--- config.mk ---
export PLATFORM = sky130hd
export DESIGN_NAME = alu_writeback_stage
export DESIGN_NICKNAME = d
export VERILOG_FILES = /design/src/rtl/alu_writeback_stage.sv
export SDC_FILE = /design/constraint.sdc
export NUM_CORES = 1
export LEC_CHECK = 0
export CORE_ASPECT_RATIO = 1.2
export CORE_MARGIN = 2
export CORE_UTILIZATION = 57
export DETAILED_ROUTE_END_ITERATION = 16
export PLACE_DENSITY = 0.8
export SYNTH_ARGS = -nofsm -noshare
export SYNTH_HDL_FRONTEND = slang
export SYNTH_SLANG_ARGS = --single-unit
--- constraint.sdc ---
create_clock -name CLK -period 2.9 [get_ports CLK]
set_input_delay 0.29 -clock CLK [delete_from_list [all_inputs] [get_ports CLK]]
set_output_delay 0.29 -clock CLK [all_outputs]
set_load 0.005 [all_outputs]
--- src/rtl/alu_writeback_stage.sv ---
// Execute/write-back stage behind the 4x4 register file: captures operands on START,
// evaluates (single-cycle ALU op or shift-add MUL), then pulses one register-file write.
module alu_writeback_stage #(
  parameter int unsigned WIDTH = 4,
  parameter int unsigned AW    = 2
) (
  input  logic             CLK,
  input  logic             RST,
  input  logic             START,
  input  logic [2:0]       OP,
  input  logic [AW-1:0]    RD,
  input  logic [WIDTH-1:0] CRS,
  input  logic [WIDTH-1:0] CRT,
  output logic             BUSY,
  output logic             DONE,
  output logic [WIDTH-1:0] DW,
  output logic [AW-1:0]    RW,
  output logic             RG_WE,
  output logic             ZF,
  output logic             CF
);

  localparam int unsigned PW = 2 * WIDTH;
  localparam int unsigned CW = $clog2(WIDTH + 1);

  localparam logic [2:0] OP_ADD = 3'b000;
  localparam logic [2:0] OP_SUB = 3'b001;
  localparam logic [2:0] OP_AND = 3'b010;
  localparam logic [2:0] OP_OR  = 3'b011;
  localparam logic [2:0] OP_XOR = 3'b100;
  localparam logic [2:0] OP_MUL = 3'b101;
  localparam logic [2:0] OP_SLT = 3'b110;
  localparam logic [2:0] OP_NOP = 3'b111;

  typedef enum logic [1:0] {
    S_IDLE = 2'b00,
    S_EXEC = 2'b01,
    S_WB   = 2'b10
  } state_t;

  state_t           state_q;
  state_t           state_d;
  logic [2:0]       op_q;
  logic [AW-1:0]    rd_q;
  logic [PW-1:0]    a_q;
  logic [WIDTH-1:0] b_q;
  logic [PW-1:0]    acc_q;
  logic [CW-1:0]    cnt_q;

  logic             exec_done;
  logic [WIDTH-1:0] result;
  logic             carry;

  // Next state, end-of-execute detection and result/flag extraction
  always_comb begin
    state_d   = state_q;
    exec_done = 1'b0;
    result    = acc_q[WIDTH-1:0];
    carry     = 1'b0;
    case (state_q)
      S_IDLE: if (START) state_d = S_EXEC;
      S_EXEC: begin
        exec_done = (op_q == OP_MUL) ? (cnt_q == CW'(WIDTH)) : (cnt_q == CW'(1));
        if (exec_done) state_d = S_WB;
      end
      S_WB:    state_d = S_IDLE;
      default: state_d = S_IDLE;
    endcase
    // The upper half of the wide accumulator is nonzero exactly on carry, borrow or MUL overflow
    if (op_q == OP_ADD || op_q == OP_SUB || op_q == OP_MUL) carry = |acc_q[PW-1:WIDTH];
  end

  always_ff @(posedge CLK or posedge RST) begin
    if (RST) state_q <= S_IDLE;
    else     state_q <= state_d;
  end

  // Operand capture, execute datapath and registered write-back outputs
  always_ff @(posedge CLK or posedge RST) begin
    if (RST) begin
      op_q  <= '0;
      rd_q  <= '0;
      a_q   <= '0;
      b_q   <= '0;
      acc_q <= '0;
      cnt_q <= '0;
      BUSY  <= 1'b0;
      DONE  <= 1'b0;
      RG_WE <= 1'b0;
      DW    <= '0;
      RW    <= '0;
      ZF    <= 1'b0;
      CF    <= 1'b0;
    end else begin
      BUSY  <= (state_d != S_IDLE);
      DONE  <= 1'b0;
      RG_WE <= 1'b0;
      case (state_q)
        S_IDLE: begin
          if (START) begin
            op_q  <= OP;
            rd_q  <= RD;
            a_q   <= PW'(CRS);
            b_q   <= CRT;
            acc_q <= '0;
            cnt_q <= '0;
          end
        end
        S_EXEC: begin
          if (!exec_done) begin
            cnt_q <= cnt_q + CW'(1);
            case (op_q)
              OP_ADD: acc_q <= a_q + PW'(b_q);
              OP_SUB: acc_q <= a_q - PW'(b_q);
              OP_AND: acc_q <= a_q & PW'(b_q);
              OP_OR:  acc_q <= a_q | PW'(b_q);
              OP_XOR: acc_q <= a_q ^ PW'(b_q);
              OP_MUL: begin
                // LSB-first shift-add: one multiplier bit per cycle
                if (b_q[0]) acc_q <= acc_q + a_q;
                a_q <= a_q << 1;
                b_q <= b_q >> 1;
              end
              OP_SLT:  acc_q <= {{(PW-1){1'b0}}, (a_q < PW'(b_q))};
              default: acc_q <= acc_q;
            endcase
          end else begin
            DONE <= 1'b1;
            if (op_q != OP_NOP) begin
              RG_WE <= 1'b1;
              DW    <= result;
              RW    <= rd_q;
              ZF    <= (result == '0);
              CF    <= carry;
            end
          end
        end
        default: ;
      endcase
    end
  end

endmodule

# Yosys cells after proc, flatten, opt, wreduce, memory -nomap -nowiden
# Cells that the tools add are included.
totals:
  ff_bits: 41
  output_inout_bits: 11
  wordCells: 77
classes:
  addsub: 4
  order_cmp: 1
  n_eq_ne: 15
  muxes: 27
  n_bitwise: 3
  reduce_logical: 13
op_table:
  columns: ["op", "n"]
  rows:
  - ["case mux 8 bit (7 select lines)", 1]
  - ["two-way mux 8 bit", 6]
  - ["case mux 8 bit (2 select lines)", 2]
  - ["== test 3 bit (second input constant)", 4]
  - ["two-way mux 4 bit", 3]
  - ["adder 8 x 4 -> 8 bit", 1]
  - ["adder 8 bit", 1]
  - ["bitwise AND 8 x 4 -> 8 bit", 1]
  - ["less-than comparator 8 x 4 -> 1 bit", 1]
  - ["two-way mux 1 bit", 8]
  - ["inequality test 8 x 4 -> 1 bit (second input constant)", 1]
  - ["bitwise OR 8 x 4 -> 8 bit", 1]
  - ["case mux 4 bit (2 select lines)", 1]
  - ["subtractor 8 x 4 -> 8 bit", 1]
  - ["XOR 8 x 4 -> 8 bit", 1]
  - ["== test 3 x 1 -> 1 bit (second input constant)", 2]
  - ["== test 3 x 2 -> 1 bit (second input constant)", 2]
  - ["two-way mux 3 bit", 2]
  - ["inequality test 2 bit (second input constant)", 3]
  - ["inequality test 3 bit (second input constant)", 2]
  - ["case mux 3 bit (2 select lines)", 1]
  - ["AND reduction 3 bit", 2]
  - ["AND reduction 5 bit", 1]
  - ["logical NOT 4 bit", 1]
  - ["other kinds (11)", 14]

# Longest topological paths before layout
# Gate-level depths: netlist of run 1.
depth:
  word_depth: 5
  depth_mapped: 14
  mapped_depth_nobuf: 12

# Worst setup path before layout of run 1
# OpenSTA, ideal clock, no wires.
synth_timing:
  kind: "register to register"
  start: "register op_q[1]"
  end: "register acc_q[6]"
  setup_time_ns: 0.077
  arrival_time_ns: 2.519
  setup_slack_ns: 0.304
  path_stages_with_launch: 15
  n_path_buf: 2
  cell_sequence: "dfrtp_1 -> and3b_1 -> buf_6 -> clkbuf_1 -> nand2_1 -> o21ai_0 -> ha_1 -> inv_1 -> fa_1 -> nor2b_1 -> o221ai_1 -> a21oi_1 -> xor2_1 -> o221ai_1 -> o21ai_1"
synth_between:
  elab_chain_len: 5
  word_cells_on_any_way: 16
  classes_between: "eq/ne: 9; mux: 5; reduce/logical: 2"
synth_lines:
  columns: ["item", "line", "text"]
  rows:
  - ["from (decl)", "43", "logic [2:0] op_q;"]
  - ["from (signal assigned)", "81", "op_q <= '0;"]
  - ["from (signal assigned)", "101", "op_q <= OP;"]
  - ["== test 3 bit", "63, 112", null]
  - ["two-way mux 1 bit", "63", "exec_done = (op_q == OP_MUL) ? (cnt_q == CW'(WIDTH)) : (cnt_q == CW'(1));"]
  - ["two-way mux 1 bit", "60", "case (state_q)"]
  - ["inequality test 2 bit (no source line)", null, null]
  - ["AND reduction 5 bit (no source line)", null, null]
  - ["to (signal assigned)", "113", "OP_ADD: acc_q <= a_q + PW'(b_q);"]
  - ["to (signal assigned)", "114", "OP_SUB: acc_q <= a_q - PW'(b_q);"]
  - ["to (signal assigned)", "115", "OP_AND: acc_q <= a_q & PW'(b_q);"]
  - ["to (decl)", "47", "logic [PW-1:0] acc_q;"]
# Parallel ways exist; a longest one is shown, timed or not. The select of a mux whose other input is x is not followed.
# A chain may end at the register's enable or synchronous reset.

# Final worst setup path of run 1
# Ends and elaborated chain as after synthesis.

==> results of run 1 <==
-- sequential cells by signal (all words and copies together), names as in the netlist --
register  flops
BUSY          1
CF            1
DONE          1
DW            4
RG_WE         1
RW            2
ZF            1
a_q           8
acc_q         8
b_q           4
cnt_q         3
op_q          3
rd_q          2
state_q       2
-- kinds of logic after synthesis --
group | after synthesis
and+or+nand+nor | 98
xor gates and xnor gates | 11
buffers and inverters | 35
DFF | 41
AOI/OAI and AO/OA | 78
adders and majority gates | 22
muxes | 14
-- through the flow --
step | hold WS, ps | power [mW] | area [µm²] | instances
2_1_floorplan | 395.4 | 2.596 | 2728 | 299
3_3_place_gp | 462.8 | 3.118 | 3048 | 378
3_5_place_dp | 460.6 | 3.181 | 3048 | 378
4_1_cts | 433.7 | 3.580 | 3138 | 386
5_1_grt | 474.1 | 3.944 | 3139 | 386
6_report | 412.0 | 3.585 | 3139 | 386
-- final cells by class --
type	instances	area [µm²]
multi-input combinational	223	1551
fill	379	1455
sequential	41	1026
timing repair buffer	33	312.8
inverter	23	86.33
tap	58	72.57
clock buffer	5	68.82
clock inverter	3	21.27
-- cells in the mapped netlist, types with 4 or more instances --
| library cell | n |
|---|---|
| a21oi_1 | 16 |
| a22o_1 | 4 |
| and2_1 | 5 |
| clkbuf_1 | 8 |
| dfrtp_1 | 41 |
| ha_1 | 20 |
| inv_1 | 23 |
| mux2_2 | 6 |
| mux2i_1 | 6 |
| nand2_1 | 42 |
| nand3_1 | 8 |
| nor2_1 | 18 |
| nor3b_1 | 4 |
| o21ai_0 | 25 |
| o22ai_1 | 6 |
| or2_2 | 4 |
| xnor2_1 | 4 |
| xor2_1 | 7 |
-- worst max-delay path, stage by stage, from the launching register on --
cell	delay, ps
dfrtp_1	380
and3b_2	370
nand2_1	70
o21ai_0	80
ha_1	190
inv_1	50
fa_1	390
nor2b_1	210
o221ai_1	150
a21oi_1	190
xor2_1	170
o221ai_1	120
o21ai_1	130
-- final timing paths --
check                            to  slack [ps]    start
hold / removal                 DONE         410      RST
hold reg to reg             rd_q[1]         480  rd_q[1]
min in group CLK            rd_q[1]         480  rd_q[1]
max in group asynchronous        CF        2140      RST
setup / recovery           acc_q[6]         330  op_q[1]
setup reg to reg           acc_q[6]         330  op_q[1]
-- metal layers --
| layer | up-vias | wire (µm) | GRT usage |
|---|---|---|---|
| met5 | - | 0 | 0 |
| met4 | 0 | 193 | 0.1184 |
| met3 | 15 | 431 | 0.05642 |
| met2 | 82 | 3037 | 0.4416 |
| met1 | 1087 | 2566 | 0.3367 |
| li1 | 1099 | - | - |
-- power breakdown --
part	leakage [nW]	switching [mW]	internal [mW]
Clock	0.0445	0.214	0.171
Combinational	0.881	1.27	0.955
Sequential	0.524	0.182	0.798
==> run metrics, run 1 <==
worst setup path class=reg -> reg; ANT cells=0; Total Die Area=0.005357 mm²; largest net degree at the start of global routing=42; Async SR Flop Fraction=1.000; Die Y=79.78 µm; most frequent cells in the layout=42 x nand2_1, 41 x dfrtp_1, 26 x clkdlybuf4s50_1; HPWL Detailed=4.598 mm; WL final=6.229 mm; via count=2283; Final WS setup=329.1 ps; Max-Cap Viols=0; cell area after synthesis=0.002728 mm²; antenna-violating nets left=0; mean post-synth cell area=9.122 µm²; CTS tree=done; worst path required time=3140 ps; CTS Hold Bufs=0; final hold vios=0; gr usage total=0.2690; first-pass GRT wire length=10.74 mm; DRT Pass-1 Iters=4; CP arrival=2810 ps; Max Clock Freq=389.0 MHz; # IOs=27; mux contribution to synthesized area=0.06055; Area Growth Syn to Fin=15.09%; share of cells above drive strength 1=0.1098; P per Cell Area=1142 mW/mm²; clk slew on worst S/H paths=90 ps; R2R depth=12; min Tclk post-route=2571 ps; Post-synth EDFFs=0; commonest non-fill, non-tap cell in the layout=nand2_1; clock sinks=41; Startpoint Class=flip-flop; crit end category=flip-flop; later-pin clock latency in the skew report=300 ps; fin. max-slew vios=0; top post-synthesis cells by area=dfrtp_1 38%, ha_1 9.2%, nand2_1 5.8%, o21ai_0 4.6%, inv_1 3.2%; CTS H-Tree Depth=2; # Post-CTS Setup Buffers=0; RSZ-0062 raised after global routing=false; relative slew slack=0.5316; Mapped Cells=299; Via-to-Cell Ratio=5.915; CTS root buffer=clkbuf_8; Hold/Removal Path Class=in -> async; number of cell rows=27; Initial Utilization=0.5937; cts bufs inserted=5; Top FF cell, synth=dfrtp_1; Die Wd=67.15 µm; clock skew=9.340 ps; Post-CTS Resized=0; Lkg Pwr=1.449 nW; worst-path fanout max=13; number of port buffers=26; # DRC=0; initial DRC count=160; xor and xnor fraction of the mapped netlist area=0.03532; adder-cell share of the synthesized area=0.1064; pre-CTS WS=272.4 ps; Period Utilization, post-route=0.8865; status=finished, final reports clean; setup TNS=0 ps; Final Net Count=365; RD Place Congestion=0.9817; final number of setup-violating endpoints=0; clk buf depth=2; Peak VDD IR=0.6113 mV; vias in the first global route=2253; Synth Register Bits=41; Core ar.=0.004594 mm²; Yosys top cell by area=dfrtp_1; WL/cell=16.14 µm; Seq/Total Area, Yosys=0.3761; Yosys cell types=53; Worst-Margin Slew=702.6 ps; combinational family with the most area after synthesis=compound AO/OA/AOI/OAI gates; share of the synthesized area in the top cell type=0.3761; YS warnings=0; Simple-Gate Fraction of Synth Area=0.1711; initial antenna violation count=0; Synth Area in Compound Gates=0.1950; Final Util=0.6833; GR Overflow Total=0; syn nets=337
Note: power is estimated with default switching activity, not from simulation.
==> run 2: changes to the inputs <==
CELL_PAD_IN_SITES_DETAIL_PLACEMENT = 1   (was default)
CELL_PAD_IN_SITES_GLOBAL_PLACEMENT = 2   (was default)
CORE_UTILIZATION = 36   (was 57)
PLACE_DENSITY = default   (was 0.8)
PLACE_DENSITY_LB_ADDON = 0.1   (was default)
SLEW_MARGIN = 30   (was default)
==> run 2 against run 1 <==
Sequential share of layout area is 1.1 points lower. Die area rose by 55%. Core utilization shrank 24 points. Highest routed layer unchanged. Critical endpoint is now acc_q[4]. Clock skew decreased by 0.97 ps. Flip-flop and latch count is the same. Setup slack got worse by 100 ps. Non-clock buffer count grew 3. Via count rose by 1.4%. Largest cell class unchanged. Final cell count rose by 9.1%. Cell area is 3.5% higher. Clock-buffer cell count stayed put.
==> run metrics, run 2 (synthesized netlist as in run 1, its figures left out) <==
setup TNS=0 ps; clk buf depth=2; CTS root buffer=clkbuf_8; commonest non-fill, non-tap cell in the layout=nand2_1; WL/cell=17.91 µm; # Post-CTS Setup Buffers=0; Die Wd=83.46 µm; WHS=328.9 ps; Max-Cap Viols=0; antenna-violating nets left=0; crit end category=flip-flop; Post-CTS Resized=0; later-pin clock latency in the skew report=310 ps; Via-to-Cell Ratio=5.501; CTS tree=done; Initial Utilization=0.3728; initial DRC count=105; HPWL Detailed=5.857 mm; worst setup path class=reg -> reg; CP max stage cell=and3b_1; CP arrival=2840 ps; RSZ-0062 raised after global routing=false; Final Util=0.4439; first-pass GRT wire length=12.87 mm; WL final=7.540 mm; via count=2316; most frequent cells in the layout=42 x nand2_1, 41 x dfrtp_1, 26 x clkdlybuf4s50_1; relative slew slack=0.5030; final hold vios=0; Startpoint Class=flip-flop; Period Utilization, post-route=0.9209; P per Cell Area=1189 mW/mm²; CTS H-Tree Depth=2; Final Net Count=368; Die Y=99.35 µm; worst-path fanout max=10; Peak VDD IR=0.4275 mV; worst path required time=3070 ps; Filler cells=864; CP peak stage delay=420 ps; crit-path cells=and3b_1 > nand2_1 > o21ai_0 > ha_1 > inv_1 > fa_1 > nor2b_1 > o22ai_1 > xor2_1 > o21ai_0 > a32oi_1 > o21ai_1; ANT cells=0; cts bufs inserted=5; fin. max-slew vios=0; Area Growth Syn to Fin=19.08%; number of cell rows=34; # IOs=27; share of cells above drive strength 1=0.1178; # DRC=0; clock sinks=41; clk slew on worst S/H paths=90 ps; GR Overflow Total=0; cell family with most CP delay=simple AND/OR/NAND/NOR gates; largest net degree at the start of global routing=25; Final WS setup=229.4 ps; initial antenna violation count=0; CTS Hold Bufs=0; Regs by FF count=a_q x8, acc_q x8; status=finished, final reports clean; final number of setup-violating endpoints=0; Max Clock Freq=374.4 MHz; clock skew=8.373 ps; gr usage total=0.1944; RD Place Congestion=0.8383; vias in the first global route=2448; pre-CTS WS=262.7 ps; Total Die Area=0.008292 mm²; Worst-Margin Slew=745.5 ps; min Tclk post-route=2671 ps; Worst Path Buf+Inv=1; number of port buffers=26; Core ar.=0.007317 mm²; Hold/Removal Path Class=in -> async; crit-path most repeated cell=o21ai_0; DRT Pass-1 Iters=4; Lkg Pwr=1.487 nW
==> run 2: layout make-up <==
class | count | area, µm² | share of cell area
inverter | 23 | 86.33 | 0.02658
clock buffer | 5 | 68.82 | 0.02119
timing repair buffer | 36 | 335.3 | 0.1032
tap | 90 | 112.6 | 0.03467
multi-input combinational | 223 | 1550 | 0.4773
clock inverter | 3 | 68.82 | 0.02119
sequential | 41 | 1026 | 0.3159
==> run 2: where the power goes <==
group	internal (mW)	leakage, nW	switching [mW]
combinational	0.978	0.895	1.32
clock	0.347	0.0687	0.232
sequential	0.798	0.524	0.191
==> run 2: stage by stage <==
stage	power, mW	instances	area (µm²)
3_5_place_dp	3.310	413	3110
3_3_place_gp	3.266	413	3110
2_1_floorplan	2.596	299	2728
4_1_cts	3.906	421	3248
5_1_grt	4.220	421	3248
6_report	3.863	421	3248
==> run 2: routing by layer <==
layer | GRT usage | vias to the layer above | wire [µm]
li1 | - | 1111 | -
met1 | 0.2601 | 1140 | 3461
met2 | 0.3244 | 51 | 3647
met3 | 0.02490 | 14 | 248
met4 | 0.07196 | 0 | 183
met5 | 0 | - | 0
==> run 2: worst paths after layout <==
| path | cells after the start | slack, ps | end | from |
|---|---|---|---|---|
| max | 12 | 230 | acc_q[4] | op_q[1] |
| min | 2 | 330 | cnt_q[2] | RST |
| max reg2reg | 12 | 230 | acc_q[4] | op_q[1] |
| min reg2reg | 2 | 490 | ZF | ZF |
| max in group asynchronous | 3 | 2020 | a_q[2] | RST |
| min in group CLK | 2 | 490 | ZF | ZF |
==> run 3: changes to the inputs <==
SLEW_MARGIN = 25   (was 30)
==> run 3 against run 2 <==
Sequential power about the same. First-iteration DRC count unchanged. Fmax unchanged. Die area unchanged. Clock skew unchanged. Clock-buffer cell count unchanged. Clock power about the same. Non-clock buffer count unchanged. Via count unchanged. Highest routed layer unchanged.
==> run metrics, run 3 (synthesized netlist as in run 1, its figures left out) <==
# Post-CTS Setup Buffers=0; clk buf depth=2; Core ar.=0.007317 mm²; later-pin clock latency in the skew report=310 ps; Die Y=99.35 µm; Worst Path Buf+Inv=1; crit end category=flip-flop; first-pass GRT wire length=12.87 mm; Worst path depth=12; via count=2316; Worst-Margin Slew=860.2 ps; fin. max-slew vios=0; WL final=7.540 mm; clock sinks=41; worst setup path class=reg -> reg; Startpoint Class=flip-flop; NetSw=1.740 mW; switching share of power=0.4505; WL/cell=17.91 µm; power share of the clock group=0.150; most frequent cells in the layout=42 x nand2_1, 41 x dfrtp_1, 26 x clkdlybuf4s50_1; FF-to-FF End=acc_q[4]; final hold vios=0; worst-path fanout max=10; initial DRC count=105; worst path required time=3070 ps; crit-path cells=and3b_1 > nand2_1 > o21ai_0 > ha_1 > inv_1 > fa_1 > nor2b_1 > o22ai_1 > xor2_1 > o21ai_0 > a32oi_1 > o21ai_1; Area Growth Syn to Fin=19.08%; relative slew slack=0.4230; internal power=2.123 mW; HPWL Detailed=5.857 mm; P per Cell Area=1189 mW/mm²; CTS Hold Bufs=0; CP max stage cell=and3b_1; cell family with most CP delay=simple AND/OR/NAND/NOR gates; Hold/Removal Path Class=in -> async; CP peak stage delay=420 ps; ANT cells=0; R2R depth=12; DRT Pass-1 Iters=4; r2r startpoint=op_q[1]; crit-path most repeated cell=o21ai_0; # DRC=0; largest net degree at the start of global routing=25; cts bufs inserted=5; number of port buffers=26; Die Wd=83.46 µm; gr usage total=0.1944; Max-Cap Viols=0; setup TNS=0 ps; Placement Cell Area=0.003110 mm²; crit path capture=acc_q[4]; initial antenna violation count=0; CTS H-Tree Depth=2; Final Net Count=368; min Tclk post-route=2671 ps; Max Clock Freq=374.4 MHz; Total Die Area=0.008292 mm²; RD Place Congestion=0.8383; Period Utilization, post-route=0.9209; Critical Path Start=op_q[1]; number of cell rows=34; CTS root buffer=clkbuf_8; clk slew on worst S/H paths=90 ps; Peak VDD IR=0.4275 mV; Via-to-Cell Ratio=5.501; Logic pwr share=0.594; Reg2Reg Setup Slack=230 ps; final number of setup-violating endpoints=0; antenna-violating nets left=0; CP arrival=2840 ps; Lkg Pwr=1.485 nW; fin area=0.003248 mm²; sequential power share=0.256; # IOs=27; Regs by FF count=a_q x8, acc_q x8; Initial Utilization=0.3728; GR Overflow Total=0; RSZ-0062 raised after global routing=false; Post-CTS Resized=0; commonest non-fill, non-tap cell in the layout=nand2_1; clock skew=8.373 ps; CTS tree=done; status=finished, final reports clean; share of cells above drive strength 1=0.1148; vias in the first global route=2448
-- run 3: cell count changes in the layout (fill, tap and decap cells not counted), sizes merged --
cell	previous run	this run
inv	24	23
clkinv	0	1
-- run 3: area by class of cell --
cell class	instances	area, µm²
inverter	23	86.33
clock inverter	3	68.82
multi-input combinational	223	1550
sequential	41	1026
clock buffer	5	68.82
timing repair buffer	36	335.3
tap	90	112.6
fill	864	4069
-- run 3: worst min path at each step --
| stage | end | slack (ps) | depth (start not counted) |
|---|---|---|---|
| after global placement | CF | 460 | 2 |
| final | cnt_q[2] | 360 | 2 |
| after global routing | cnt_q[2] | 430 | 2 |
| after CTS | DW[0] | 390 | 2 |
| after floorplan | op_q[1] | 400 | 2 |
| after detailed placement | ZF | 470 | 2 |
-- run 3: per-stage QoR --
step | util | worst slack (ps) | power (mW) | std cells | hold WS [ps]
2_1_floorplan | - | 304.1 | 2.596 | 299 | 395.4
3_3_place_gp | 0.4251 | 407.6 | 3.266 | 413 | 463.6
3_5_place_dp | 0.4251 | 262.7 | 3.310 | 413 | 469.5
4_1_cts | 0.4439 | 228.1 | 3.906 | 421 | 386.5
5_1_grt | 0.4439 | 7.814 | 4.220 | 421 | 428.9
6_report | 0.4439 | 229.4 | 3.863 | 421 | 358.6
-- run 3: layer usage --
layer,GRT usage,routed length (µm),up-vias
met2,0.3244,3647,51
met3,0.02490,248,14
li1,-,-,1111
met1,0.2601,3461,1140
met5,0,0,-
met4,0.07196,183,0
-- run 3: power groups by stage --
| stage | combinational (mW) | sequential, mW | clock, mW |
|---|---|---|---|
| after floorplan | 1.63 | 0.964 | 0 |
| after global placement | 2.27 | 0.999 | 0 |
| after detailed placement | 2.30 | 1.01 | 0 |
| after CTS | 2.32 | 0.995 | 0.592 |
| after global routing | 2.58 | 1.03 | 0.617 |
| final | 2.30 | 0.989 | 0.579 |
